--- config.mk ---
export PLATFORM = sky130hd
export DESIGN_NAME = chan_scan_mux
export DESIGN_NICKNAME = d
export VERILOG_FILES = /design/src/rtl/chan_scan_mux.sv
export SDC_FILE = /design/constraint.sdc
export NUM_CORES = 1
export LEC_CHECK = 0
export BUFFER_PORTS_ARGS = -buffer_cell sky130_fd_sc_hd__buf_2
export CAP_MARGIN = 20
export CORE_MARGIN = 2
export CORE_UTILIZATION = 49
export CTS_CLUSTER_DIAMETER = 200
export DETAILED_ROUTE_END_ITERATION = 16
export PLACE_DENSITY = 0.78
export SKIP_LAST_GASP = 1
export SLEW_MARGIN = 20
export SYNTH_ARGS = -nofsm -noshare
export SYNTH_HDL_FRONTEND = slang
export SYNTH_SLANG_ARGS = --single-unit
--- constraint.sdc ---
create_clock -name clk -period 2.1 [get_ports clk]
set_clock_uncertainty 0.15 [all_clocks]
set_input_delay 0.315 -clock clk [delete_from_list [all_inputs] [get_ports clk]]
set_output_delay 0.315 -clock clk [all_outputs]
set_load 0.02 [all_outputs]
--- src/rtl/chan_scan_mux.sv ---
// Channel multiplexer with manual select and auto-scan (dwell / hold) modes.
// Optional CHAN_SCAN_MUX_MASK_EN adds en_mask so scanning skips disabled channels.
module chan_scan_mux #(
    parameter int            N_CH    = 4,
    parameter int            W       = 2,
    parameter int            DWELL_W = 8,
    parameter logic [W-1:0]  DEFAULT = '0,
    localparam int           SEL_W   = $clog2(N_CH)
) (
    input  logic                 clk,
    input  logic                 rst,
`ifdef CHAN_SCAN_MUX_MASK_EN
    input  logic [N_CH-1:0]      en_mask,
`endif
    input  logic [N_CH*W-1:0]    din,
    input  logic [SEL_W-1:0]     sel,
    input  logic                 mode,
    input  logic                 hold,
    input  logic [DWELL_W-1:0]   dwell,
    output logic [W-1:0]         dout,
    output logic [SEL_W-1:0]     cur_ch,
    output logic                 chg
);

    typedef enum logic [1:0] {
        MANUAL = 2'd0,
        SCAN   = 2'd1,
        HOLD   = 2'd2
    } state_t;

    state_t             state_reg, state_next;
    logic [DWELL_W-1:0] cnt_reg, cnt_next;
    logic [SEL_W-1:0]   cur_ch_reg, cur_ch_next;
    logic [W-1:0]       dout_reg, dout_next;
    logic               chg_reg;
    logic [SEL_W-1:0]   adv_ch;
    logic [W-1:0]       ch [N_CH];

    for (genvar gi = 0; gi < N_CH; gi++) begin : g_unpack
        assign ch[gi] = din[gi*W +: W];
    end

    // Next channel in wrap order, taken when the dwell count terminates.
`ifdef CHAN_SCAN_MUX_MASK_EN
    always_comb begin
        logic             found;
        logic [SEL_W-1:0] idx;
        adv_ch = cur_ch_reg;
        found  = 1'b0;
        for (int k = 1; k <= N_CH; k++) begin
            idx = SEL_W'((32'(cur_ch_reg) + 32'(k)) % 32'(N_CH));
            if (!found && en_mask[idx]) begin
                adv_ch = idx;
                found  = 1'b1;
            end
        end
    end
`else
    always_comb begin
        adv_ch = (cur_ch_reg == SEL_W'(N_CH - 1)) ? '0 : cur_ch_reg + SEL_W'(1);
    end
`endif

    always_comb begin
        state_next  = state_reg;
        cnt_next    = cnt_reg;
        cur_ch_next = cur_ch_reg;
        case (state_reg)
            MANUAL: begin
                cnt_next = '0;
                if (mode) begin
                    state_next  = SCAN;
                    cur_ch_next = (32'(cur_ch_reg) < 32'(N_CH)) ? cur_ch_reg : '0;
                end else begin
                    cur_ch_next = sel;
                end
            end
            SCAN: begin
                if (!mode) begin
                    state_next  = MANUAL;
                    cur_ch_next = sel;
                    cnt_next    = '0;
                end else if (hold) begin
                    state_next = HOLD;
                end else if (cnt_reg == dwell) begin
                    cnt_next    = '0;
                    cur_ch_next = adv_ch;
                end else begin
                    cnt_next = cnt_reg + DWELL_W'(1);
                end
            end
            HOLD: begin
                if (!mode) begin
                    state_next  = MANUAL;
                    cur_ch_next = sel;
                    cnt_next    = '0;
                end else if (!hold) begin
                    state_next = SCAN;
                end
            end
            default: begin
                state_next  = MANUAL;
                cnt_next    = '0;
                cur_ch_next = '0;
            end
        endcase
    end

    // Data follows the index being registered so dout and cur_ch stay aligned.
    always_comb begin
        dout_next = DEFAULT;
        if (32'(cur_ch_next) < 32'(N_CH)) begin
            dout_next = ch[cur_ch_next];
        end
    end

    always_ff @(posedge clk or posedge rst) begin
        if (rst) begin
            state_reg  <= MANUAL;
            cnt_reg    <= '0;
            cur_ch_reg <= '0;
            dout_reg   <= '0;
            chg_reg    <= 1'b0;
        end else begin
            state_reg  <= state_next;
            cnt_reg    <= cnt_next;
            cur_ch_reg <= cur_ch_next;
            dout_reg   <= dout_next;
            chg_reg    <= (cur_ch_next != cur_ch_reg);
        end
    end

    assign dout   = dout_reg;
    assign cur_ch = cur_ch_reg;
    assign chg    = chg_reg;

endmodule

---- Yosys cells after proc, flatten, opt, wreduce, memory -nomap -nowiden ----
Index checks and enable logic that the tools add are counted.
word-level totals
  flip-flop bits (word level) ............. 15
  input port bits ......................... 22
  output and inout bits ................... 5
cells by class
  add/sub/neg operators ................... 2
  $lt $le $gt $ge ......................... 1
  eq/ne operators ......................... 10
  multiplexer cells ....................... 20
  bitwise operators ....................... 1
  reductions and logical operators ........ 4
operator list
  operator             count
  $mux 8               4
  $mux 2               12
  $pmux 8 s2           1
  $ne 3x3->1 const B   3
  $add 8x1->8 const B  1
  $eq 8x8->1           1
  $pmux 2 s3           1
  $bmux 2 s2           1
  $eq 2x2->1 const B   2
  $ne 2x2->1 const B   2
  $pmux 2 s2           1
  $ge 3x3->1 const B   1
  $not 2->3            1
  $reduce_and 3->1     1
  $add 2x1->2 const B  1
  $eq 2x1->1 const B   1
  $logic_not 2->1      1
  $ne 2x2->1           1
  $reduce_and 2->1     1
  $reduce_or 2->1      1

---- Longest topological paths before layout ----
Gate-level depths: netlist of the first run.
  depth in word-level cells ............... 10
  gate-level depth with buffers ........... 6
  depth with buffers taken out ............ 6

---- Least setup slack after synthesis of the first run ----
Ideal clock, no wire load.
  path kind ............................... register to register
  from .................................... register cur_ch_reg[0] (netlist: cur_ch[0])
  to ...................................... register chg_reg (netlist: chg)
  setup time .............................. 0.138 ns
  arrival time ............................ 1.708 ns
  data required time ...................... 1.812 ns
  path slack .............................. 0.105 ns
  cell stages (with the launch flop) ...... 7
  buffers on the path ..................... 0
  period minus slack after synthesis ...... 1.995 ns
  path through ............................ dfrtp_1 ha_1 or3_1 o31ai_1 o21ai_2 a22oi_1 o211ai_1
on the way
  longest elaborated chain between the ends .. 7
  elaborated cells on any way between the ends .. 9
ends and longest elaborated chain
  what                                              line  RTL
  start: declaration                                33    logic [SEL_W-1:0] cur_ch_reg, cur_ch_next;
  start signal: assignment                          127   cur_ch_reg <= cur_ch_next;
  $add 2x1->2 / $eq 2x2->1 (equally long branches)  60    adv_ch = (cur_ch_reg == SEL_W'(N_CH - 1)) ? '0 : cur_ch_reg + SEL_W'(1);
  $mux 2                                            60
  $mux 2                                            85    end else if (cnt_reg == dwell) begin
  $mux 2                                            83    end else if (hold) begin
  $mux 2                                            79    if (!mode) begin
  $pmux 2 s2                                        68    case (state_reg)
  $ne 2x2->1 (*)                                    129   chg_reg <= (cur_ch_next != cur_ch_reg);
  end signal: assignment                            129
  end: declaration                                  35    logic chg_reg;
Mark *: on every way between the ends. The rest lies on a longest branch, timed or not.
A chain may end at the register's enable or synchronous reset.

---- Worst setup path after layout of the first run ----
  from .................................... register cnt_reg[4]
  to ...................................... register chg_reg (netlist: chg)
on the way
  longest elaborated chain between the ends .. 6
ends and longest elaborated chain
  what                      line  RTL
  start: declaration        32    logic [DWELL_W-1:0] cnt_reg, cnt_next;
  start signal: assignment  126   cnt_reg <= cnt_next;
  $eq 8x8->1                85
  $mux 2                    85
  $mux 2                    83
  $mux 2                    79
  $pmux 2 s2                68
  $ne 2x2->1                129
Every way passes these cells.

==> reports/summary.md, run 1 <==
The tools report the global placer's final weighted congestion as 0.833. Setup repair after global routing could not meet its margin everywhere. The placed instances occupy a cell area of 0.00111 mm2.

The number of antenna cells inserted was 0; the number of buffers inserted by port buffering was 26. The worst setup path is of the reg2reg kind. Data on the critical path arrives at its endpoint at 2120 ps.

Along the worst path, the maximum fanout reaches 4. The logs give 1 for the H-tree depth reported by CTS and 0.620 for the remaining max-slew budget at the tightest pin. The tools report the maximum number of pins on one net before global-route repair as 16. The worst setup path is captured at a flip-flop.

The number of different library cells used by synthesis comes to 29. The class of the most critical hold timing path is in2reg. Static timing analysis puts the maximum clock frequency at 485 MHz. The fraction of post-synthesis cell area in the top cell type by area works out to 0.420. Counting flops with a built-in enable in the synthesized netlist gives 0. At the later pin of the worst-skew pair, clock insertion delay measures 290 ps. The number of antenna violations at the first check in global routing is 0, and the post-detailed-route count of antenna-violating nets is 0. The worst setup path is launched from a flip-flop. Clock-pin slew was measured on the worst setup and hold paths at 90 ps. For the effective utilization at floorplan, the log shows 0.518.

The worst register-to-register path has a depth of 6. The run gives 0 as the number of pins exceeding their max-slew limit in the final report. Most frequently used flop master after synthesis: sky130_fd_sc_hd__dfrtp_1. The count of synthesis-stage warnings from yosys was 0; the via count was 825. Max-cap violations in this run came to 0. The leading cell type by number of instances after synthesis was sky130_fd_sc_hd__dfrtp_1.

The fraction of the cycle the final worst path needs was 0.983; the detailed placer's ending HPWL was 1.47 mm. The minimum clock period after layout was 2060 ps. The die is 46.7 um wide. The all-layer global routing usage is 0.213, and the switching fraction of total power is 0.305.

The average cell area after synthesis came out at 10.1 um2. The internal portion of the total power is 0.465 mW. The register with the most flip-flops in the layout has 8 of them. The area of the placeable core came out at 0.00173 mm2.

For this run, the detailed router's first-pass iteration total came to 4. In this run the power spent charging and discharging nets is 0.204 mW. The peak supply drop came out at 0.000411 V. Number of global-route vias before repair: 746. The completed layout was analyzed and its total power is 0.670 mW.

After detailed routing, the number of remaining DRC violations is 0. The fraction of registers with async set or reset after synthesis works out to 1.00. The count of endpoints failing setup in the final report was 0. TritonCTS built the clock tree.

The static power due to leakage came out at 0.616 nW. The run finished with clean final reports. The run gives 0.00122 mm2 as the final design area excluding fillers.

The total clock buffers created by CTS was 3; the layout cell share with drive strength beyond 1 was 0.391. The number of nets produced by synthesis came out at 113. The die covers 0.00218 mm2. The relative contribution of sequential cells to total power was 0.477; the cell count of the worst hold path was 2.

In the synthesized netlist, the cells that appear most often are sky130_fd_sc_hd__dfrtp_1 (15), sky130_fd_sc_hd__nor2_1 (10), sky130_fd_sc_hd__xnor2_1 (9). After detailed routing, the total wire length is 2.04 mm. Dividing the detail-routed wire length by the instance count gives 12.9 um.

The required arrival time at the worst endpoint was 2160 ps; the maximum buffer depth of the clock tree was 2. The number of top-level design ports is 27, and the total number of placement rows is 15. The root buffer selected by CTS was sky130_fd_sc_hd__clkbuf_4. Counting flops and latches in the post-synthesis netlist gives 15. The logs give 0 for the final global-route overflow total and 89 for the count of mapped cells out of synthesis. The tools report the power share of the clock group as 0.251.

From synthesis to final layout, the design area changed by 36.6%. The part of the total power dissipated in combinational logic is 0.272, and the actual transition at the worst max-transition pin is 569 ps. Power spread over the standard cell area amounts to 548 mW/mm2. Ranked by total cell area, the synthesized netlist is headed by sky130_fd_sc_hd__dfrtp_1 (42%), sky130_fd_sc_hd__xnor2_1 (8.8%), sky130_fd_sc_hd__mux2i_1 (7.8%), sky130_fd_sc_hd__xor2_1 (4.9%), sky130_fd_sc_hd__nor2_1 (4.2%).

The floorplan step set the die height to 46.7 um. The synthesized design spends more area on one cell type than any other, namely sky130_fd_sc_hd__dfrtp_1. After the last flow step, the layout net total stands at 158.

The detailed router finished its first iteration with 14 violations. The part of the Yosys area used for sequential elements is 0.420, and the first-pass GRT wire length is 3.17 mm. The per-cell via count in the routed design is 5.22.

The mapped netlist covers 895 um2. The count of final hold-check violations is 0. The tree built by TritonCTS fans out to 15 sinks.
## stage by stage
step           hold slack [ps]  std cells  setup WS [ps]   util  TNS (ps)
2_1_floorplan             66.5         89            105      -         0
3_3_place_gp               248        147           47.0  0.644         0
3_5_place_dp               251        147          -89.8  0.644      -150
4_1_cts                    137        152           7.38  0.670         0
5_1_grt                    125        158          -68.4  0.708      -168
6_report                   134        158           36.3  0.708         0
## critical path, cell delays in order, from the launching register on
cell and delay (ps):
sky130_fd_sc_hd__dfrtp_1 430, sky130_fd_sc_hd__xnor2_1 150, sky130_fd_sc_hd__nand4_1 160, sky130_fd_sc_hd__or2_4 310
sky130_fd_sc_hd__o31a_4 340, sky130_fd_sc_hd__or3b_1 370, sky130_fd_sc_hd__o211ai_1 90
## worst paths after layout
| kind | start | end | slack (ps) |
|---|---|---|---|
| worst max-delay path | cnt_reg[4]$_DFFE_PP0P_ | chg$_DFF_PP0_ | 40 |
| worst min-delay path | hold | state_reg[1]$_DFFE_PP0P_ | 130 |
| worst max register to register | cnt_reg[4]$_DFFE_PP0P_ | chg$_DFF_PP0_ | 40 |
| worst min register to register | cur_ch[1]$_DFF_PP0_ | chg$_DFF_PP0_ | 470 |
| max in group asynchronous | rst | cur_ch[1]$_DFF_PP0_ | 960 |
| min in group asynchronous | rst | cnt_reg[1]$_DFFE_PP0P_ | 470 |
## power by group through the flow
stage                     clock network [mW]  logic [mW]  registers (mW)
after detailed placement                   0       0.170           0.325
after global routing                   0.191       0.201           0.322
final                                  0.168       0.182           0.319
after floorplan                            0      0.0831           0.346
after global placement                     0       0.165           0.324
after CTS                              0.169       0.175           0.320
## cell families (layout without fill, tap and decap cells)
group,count (synthesis),after routing,synth area share
AND/OR/NAND/NOR,28,28,0.165
AO/OA/AOI/OAI,16,16,0.136
flip-flops,15,15,0.420
XOR/XNOR,14,14,0.137
multiplexers,7,7,0.0783
buffers and inverters,6,50,0.0252
adder cells (fa/ha/maj),3,3,0.0392
## repair_timing
action,4_1_cts,5_1_grt
hold buffers,1,0
pin swaps,0,9
resized for setup,1,3
setup buffers,0,6
endpoints found under the setup margin,2,3
endpoints found under the hold margin,15,0
## layout make-up
class / instances / area (um2)
multi-input combinational: 68 / 524
fill: 133 / 504
sequential: 15 / 375
timing repair buffer: 41 / 245
tap: 25 / 31.3
clock buffer: 3 / 22.5
inverter: 5 / 18.8
clock inverter: 1 / 5.00
## per-layer routing
metal / wire [um] / track usage
met2: 1050 / 0.347
met5: 0 / 0
met3: 85 / 0.0692
met1: 893 / 0.278
met4: 15 / 0.0556
## cells in the final DEF, fill, tap and decap left out, drive strengths merged, types with 4 or more instances in the layout
master  Yosys  layout
dfrtp      15      15
nand4       4       4
nor2       10      10
o21ai       4       4
inv         5       5
nand2       4       4
xnor2       9       9
xor2        5       5
mux2i       7       7
buf         0      40
(Power assumes the default switching activity.)
==> run 2: changes to the inputs <==
==> constraint.sdc (replaced) <==
create_clock -name clk -period 2.1 [get_ports clk]
set_clock_uncertainty 0.15 [all_clocks]
set_input_delay 0.42 -clock clk [delete_from_list [all_inputs] [get_ports clk]]
set_output_delay 0.42 -clock clk [all_outputs]
set_load 0.02 [all_outputs]
==> reports/summary.md, run 2 (synthesized netlist as in run 1, its figures left out) <==
For this run, the number of standard cells in the final layout without fillers is 159. The detailed router placed 822 vias in this run. TritonCTS built the clock tree. The critical path goes through xnor2_1, nand4_1, or2_4, o31a_4, or3b_1, o211ai_1.

The final global-route overflow total is 0, and the total power per unit cell area is 549 mW/mm2. The longest clock path from root to sink contains 2 buffers. The count of final hold-check violations was 0; the number of global-route vias before repair was 750.

The number of pins exceeding their max-slew limit in the final report came out at 0. From left edge to right edge, the die measures 46.7 um. The fraction of the cycle the final worst path needs came out at 0.982. Detailed placement ended at an HPWL of 1.52 mm. The floorplan step defined a core boundary enclosing 0.00173 mm2. The library cell used most frequently in the layout, excluding fill and tap cells, is sky130_fd_sc_hd__buf_2. The register with the most flip-flops in the layout has 8 of them. Summed over all nets, the switching power comes to 0.211 mW. Setup repair after global routing could not meet its margin everywhere.

The final wirelength is 2.10 mm. The tools report the root buffer selected by CTS as sky130_fd_sc_hd__clkbuf_4. The number of antenna violations at the first check in global routing was 0; the remaining max-slew budget at the tightest pin was 0.615. Before antenna repair, the detailed router went through 4 iterations. The minimum clock period after layout works out to 2060 ps. The logs give 0 for the number of antenna cells inserted and 10.1 ps for the worst-case hold slack. Input and output buffers added on the ports amount to 26.

Internal power comes to 0.464 mW. In this run the cell area measured after placement is 0.00112 mm2. STA puts the critical path data arrival time at 2130 ps. The analysis attributes to cell leakage a power of 0.616 nW. The global placer's final weighted congestion is 0.775. The worst setup path is captured at a flip-flop. The total clock buffers created by CTS was 3; the post-detailed-route count of antenna-violating nets was 0.

The tool flagged a number of max-cap violations equal to 0. The H-tree depth reported by CTS is 1, and the first-pass GRT wire length is 3.21 mm. VDD sags by at most 0.000367 V.

The number of top-level design ports was 27; the number of sinks driven by the clock tree was 15. For the pin with the worst max-slew slack, the measured transition is 577 ps. After clock tree synthesis, the clock-pin slew on the worst setup and hold paths is 100 ps. The switching fraction of total power is 0.312, and the final routed wire length divided by cell count is 13.2 um.

The min-delay analysis places its worst path in the category in2async. For the layout net count, the log shows 159. Entering global routing, the biggest net connects 16 pins.

The run gives 140 as the number of filler cells placed in the layout. The layout cell share with drive strength beyond 1 is 0.396, and the maximum fanout encountered on the critical timing path is 3. Effective utilization at floorplan: 0.518. The tools report the clock network latency to the later pin of the worst-skew pair as 300 ps. The per-cell via count in the routed design was 5.17. The logs give 0.256 for the power share of the clock group and 0.268 for the part of the total power dissipated in combinational logic. The floorplan step set the die height to 46.7 um.

STA classifies the critical path startpoint as a flip-flop. The largest individual stage delay along the critical path comes from the cell sky130_fd_sc_hd__dfrtp_1. The count of endpoints failing setup in the final report came out at 0. The all-layer global routing usage was 0.211.

In the layout the commonest cells are sky130_fd_sc_hd__buf_2 (26), sky130_fd_sc_hd__buf_4 (16), sky130_fd_sc_hd__dfrtp_1 (15), sky130_fd_sc_hd__nor2_1 (10), sky130_fd_sc_hd__xnor2_1 (9). The stage delay of the slowest cell on the critical path was 430 ps; the highest attainable clock frequency was 485 MHz. The area of the die came out at 0.00218 mm2. The critical path is of the reg2reg type. The tools report the number of buffers inserted for hold repair after clock tree synthesis as 0.

Relative to the synthesized area, the layout overhead comes to 37.3%. The run finished with clean final reports. Including well taps, the total number of placed cells is 148.

After the first detailed-routing iteration, the DRC count stood at 16. The total number of placement rows is 15. The run gives 0.476 as the relative contribution of sequential cells to total power. The final design area excluding fillers was 0.00123 mm2; the required arrival time at the worst endpoint was 2160 ps. For this run, design rule violations remaining after detail routing come to 0.
-- run 2: power groups by stage --
stage	Sequential, mW	Combinational, mW	Clock, mW
2_1_floorplan	0.346	0.0831	0
3_3_place_gp	0.326	0.164	0
3_5_place_dp	0.327	0.171	0
4_1_cts	0.321	0.174	0.180
5_1_grt	0.324	0.199	0.182
6_report	0.321	0.181	0.172
-- run 2: path summary, 6_finish.rpt --
check                                       start                endpoint  slack [ps]  cells after the start
setup reg to reg           cnt_reg[6]$_DFFE_PP0P_           chg$_DFF_PP0_          40                      6
hold / removal                                rst  cnt_reg[3]$_DFFE_PP0P_          10                      2
setup / recovery           cnt_reg[6]$_DFFE_PP0P_           chg$_DFF_PP0_          40                      6
hold reg to reg            cnt_reg[1]$_DFFE_PP0P_  cnt_reg[1]$_DFFE_PP0P_         480                      2
max in group asynchronous                     rst           chg$_DFF_PP0_        1400                      2
min in group clk                           din[3]       dout[1]$_DFF_PP0_         260                      3
-- run 2: area by class of cell --
cell class	count	area, um2	area share
multi-input combinational	68	526	0.428
sequential	15	375	0.305
timing repair buffer	42	250	0.204
tap	25	31.3	0.0255
clock buffer	3	22.5	0.0183
inverter	5	18.8	0.0153
clock inverter	1	5.00	0.00407
-- run 2: timing repair --
action,CTS,global route
setup endpoints to repair,2,3
pin swaps,1,9
resized for setup,1,3
buffers inserted,0,7
endpoints found under the hold margin,0,0
-- run 2: critical path, delay by kind of cell, from the launching register on --
kind | cells | cell delay [ps]
AO/OA/AOI/OAI | 2 | 360
XOR/XNOR | 1 | 160
flip-flops | 1 | 430
AND/OR/NAND/NOR | 3 | 870
-- run 2: per-stage QoR --
step,setup TNS (ps),util,worst slack (ps),power (mW)
finish,0,0.712,37.0,0.674
global route,-162,0.712,-72.4,0.704
CTS,0,0.669,0.717,0.675
detailed placement,-438,0.649,-185,0.497
global placement,-97.2,0.649,-41.6,0.490
floorplan,0,-,105,0.429
-- run 2: per-layer routing --
metal	routed length (um)	part of all wire	global-route usage	vias to the layer above
met5	0	0	0	-
met1	907	0.43	0.265	383
met4	54	0.026	0.117	0
met3	99	0.047	0.0231	5
met2	1030	0.49	0.356	28
li1	-	-	-	406
==> run 3: changes to the inputs <==
- REMOVE_ABC_BUFFERS: default -> 1
==> reports/summary.md, run 3 (synthesized netlist as in run 1, its figures left out) <==
Excluding fillers, the count of instances in the completed layout stands at 157. The run gives 0.00218 mm2 as the area of the die. For this block, the via count after detailed routing is 793. The stage delay of the slowest cell on the critical path is 420 ps, and the flip-flop count of the largest register after layout is 8.

In this run the remaining antenna-violating nets after routing total 0. The least setup slack across all paths after layout was 51.5 ps; the number of detailed-routing iterations run before antenna repair was 3. For the first-pass GRT wire length, the log shows 3.23 mm. The number of antenna violations at the first check in global routing was 0; the minimum clock period after layout was 2050 ps.

The reg-to-reg startpoint is cnt_reg[7]$_DFFE_PP0P_. Counting along the longest clock path gives a buffer depth of 2. Port buffering added 26 buffers. The worst setup path is launched from a flip-flop. For the final wirelength, the log shows 2.01 mm. The commonest non-fill, non-tap cell in the layout is sky130_fd_sc_hd__buf_2. The detailed placer's ending HPWL was 1.50 mm. Setup repair after global routing could not meet its margin everywhere. The clock edge transition at the registers on the reported setup and hold paths is 90 ps, and the required arrival time at the worst endpoint is 2140 ps.

The startpoint-to-endpoint class of the critical path is reg2reg. Clock tree synthesis found a total of 15 sinks. The final layout contains 157 nets. TritonCTS built the clock tree. For this run the aggregate overflow at the end of global routing stands at 0. STA puts the critical path data arrival time at 2080 ps. The critical path starts at cnt_reg[7]$_DFFE_PP0P_. Clock tree synthesis inserted a total of 3 buffers.

For the pin with the worst max-slew slack, the measured transition is 571 ps. The H-tree depth reported by CTS is 1, and the die width is 46.7 um. Row generation in the floorplan step produced 15 rows.

The number of antenna cells inserted was 0; the die boundary height was 46.7 um. The all-layer global routing usage was 0.206; the worst slack at placement was -95.7 ps. The critical path goes through xnor2_2, nand4_1, or2_4, o31a_4, or3b_1, o211ai_1. Counting cells, the worst reg-to-reg path comes to 6. The internal reg-to-reg setup slack came out at 50 ps. After the first detailed-routing iteration, the DRC count stood at 10. The number of pins exceeding their max-slew limit in the final report came out at 0. The total area inside the core boundary comes to 0.00173 mm2. In this run the static leakage power is 0.607 nW. The number of global-route vias before repair came out at 819. The maximum number of pins on one net before global-route repair was 16. The layout has 127 filler cells. In this run the worst path has a maximum fanout of 3. The peak supply drop was 0.000348 V. The tree is rooted in a sky130_fd_sc_hd__clkbuf_4. STA classifies the critical path endpoint as a flip-flop. The area occupied by registers came out at 375 um2. The class of the most critical hold timing path is in2async. The remaining max-slew budget at the tightest pin came out at 0.619. The flow ran to the end, and the final reports show no timing, DRC or antenna violations. The total negative setup slack is 0 ps, and the layout cell share with drive strength beyond 1 is 0.386.

After detailed routing, the number of vias per cell comes to 5.05. Setup violations remaining at the end of the flow were counted as 0. The cell with the largest stage delay on the worst path was sky130_fd_sc_hd__dfrtp_1. After detailed routing, the average wire length per cell comes to 12.8 um. The capture point of the worst path was chg$_DFF_PP0_.

The fraction of the cycle the final worst path needs is 0.975, and the count of final hold-check violations is 0. The endpoint of the worst-slack reg-to-reg timing path was chg$_DFF_PP0_. The effective utilization at floorplan was 0.518; the total power per unit cell area was 547 mW/mm2. The finished cells cover 0.00122 mm2. The clock network latency to the later pin of the worst-skew pair is 270 ps. Summing all multi-input logic gate instances after layout gives 533 um2. The number of top-level design ports is 27.

The run gives 148 as the number of cells after detailed placement. For this design, the CTS-stage hold fixing added 0 buffers. Timing would allow up to 488 MHz. The tools report the end-of-flow core utilization as 0.707. In the routed design, unresolved DRC markers number 0. At the end of routability-driven placement, the weighted congestion stood at 0.770. For the post-detailed-placement cell area, the log shows 0.00112 mm2. The post-synthesis to final-layout area growth works out to 36.4%. The library cells used most frequently in the layout, excluding fill and tap cells, are sky130_fd_sc_hd__buf_2 (26), sky130_fd_sc_hd__dfrtp_1 (15), sky130_fd_sc_hd__buf_4 (14), sky130_fd_sc_hd__nor2_1 (10), sky130_fd_sc_hd__xnor2_1 (8).

Max-cap violations in this run came to 0.
## run 3: repair_timing
action	in CTS	in global routing
setup buffers	3	2
setup endpoints to repair	1	3
resized for setup	1	4
hold endpoints to repair	0	0
pin swaps	2	9
## run 3: area by class of cell
| class | instances | share of cell area |
|---|---|---|
| multi-input combinational | 68 | 0.437 |
| sequential | 15 | 0.308 |
| timing repair buffer | 40 | 0.193 |
| tap | 25 | 0.0256 |
| clock buffer | 4 | 0.0215 |
| inverter | 5 | 0.0154 |
## run 3: stage by stage
stage | hold WS (ps) | total power [mW]
after floorplan | 171 | 0.427
after global placement | 352 | 0.490
after detailed placement | 360 | 0.498
after CTS | 55.5 | 0.665
after global routing | 86.5 | 0.700
final | 34.5 | 0.667
## run 3: routing by layer
layer,part of all wire,GRT usage
met2,0.52,0.378
met1,0.44,0.253
met5,0,0
met4,0.011,0.0667
met3,0.033,0.0231
## run 3: how the worst min path moves through the flow
stage / startpoint / endpoint / slack, ps / cells after the start
finish: rst / cnt_reg[3]$_DFFE_PP0P_ / 30 / 2
global route: rst / dout[0]$_DFF_PP0_ / 90 / 2
CTS: rst / cnt_reg[3]$_DFFE_PP0P_ / 60 / 2
detailed placement: rst / cnt_reg[3]$_DFFE_PP0P_ / 360 / 2
global placement: rst / dout[0]$_DFF_PP0_ / 350 / 2
floorplan: rst / chg$_DFF_PP0_ / 170 / 1
## run 3: critical path: cells and delay by family (launching register included)
family	cells	cell delay [ps]
DFF	1	420
and+or+nand+nor	3	820
xor gates and xnor gates	1	180
AOI/OAI and AO/OA	2	390
## run 3: where the power goes
| part | internal (mW) | leakage [nW] | switching [mW] |
|---|---|---|---|
| Combinational | 0.0868 | 0.398 | 0.0962 |
| Sequential | 0.308 | 0.194 | 0.0125 |
| Clock | 0.0735 | 0.0150 | 0.0893 |
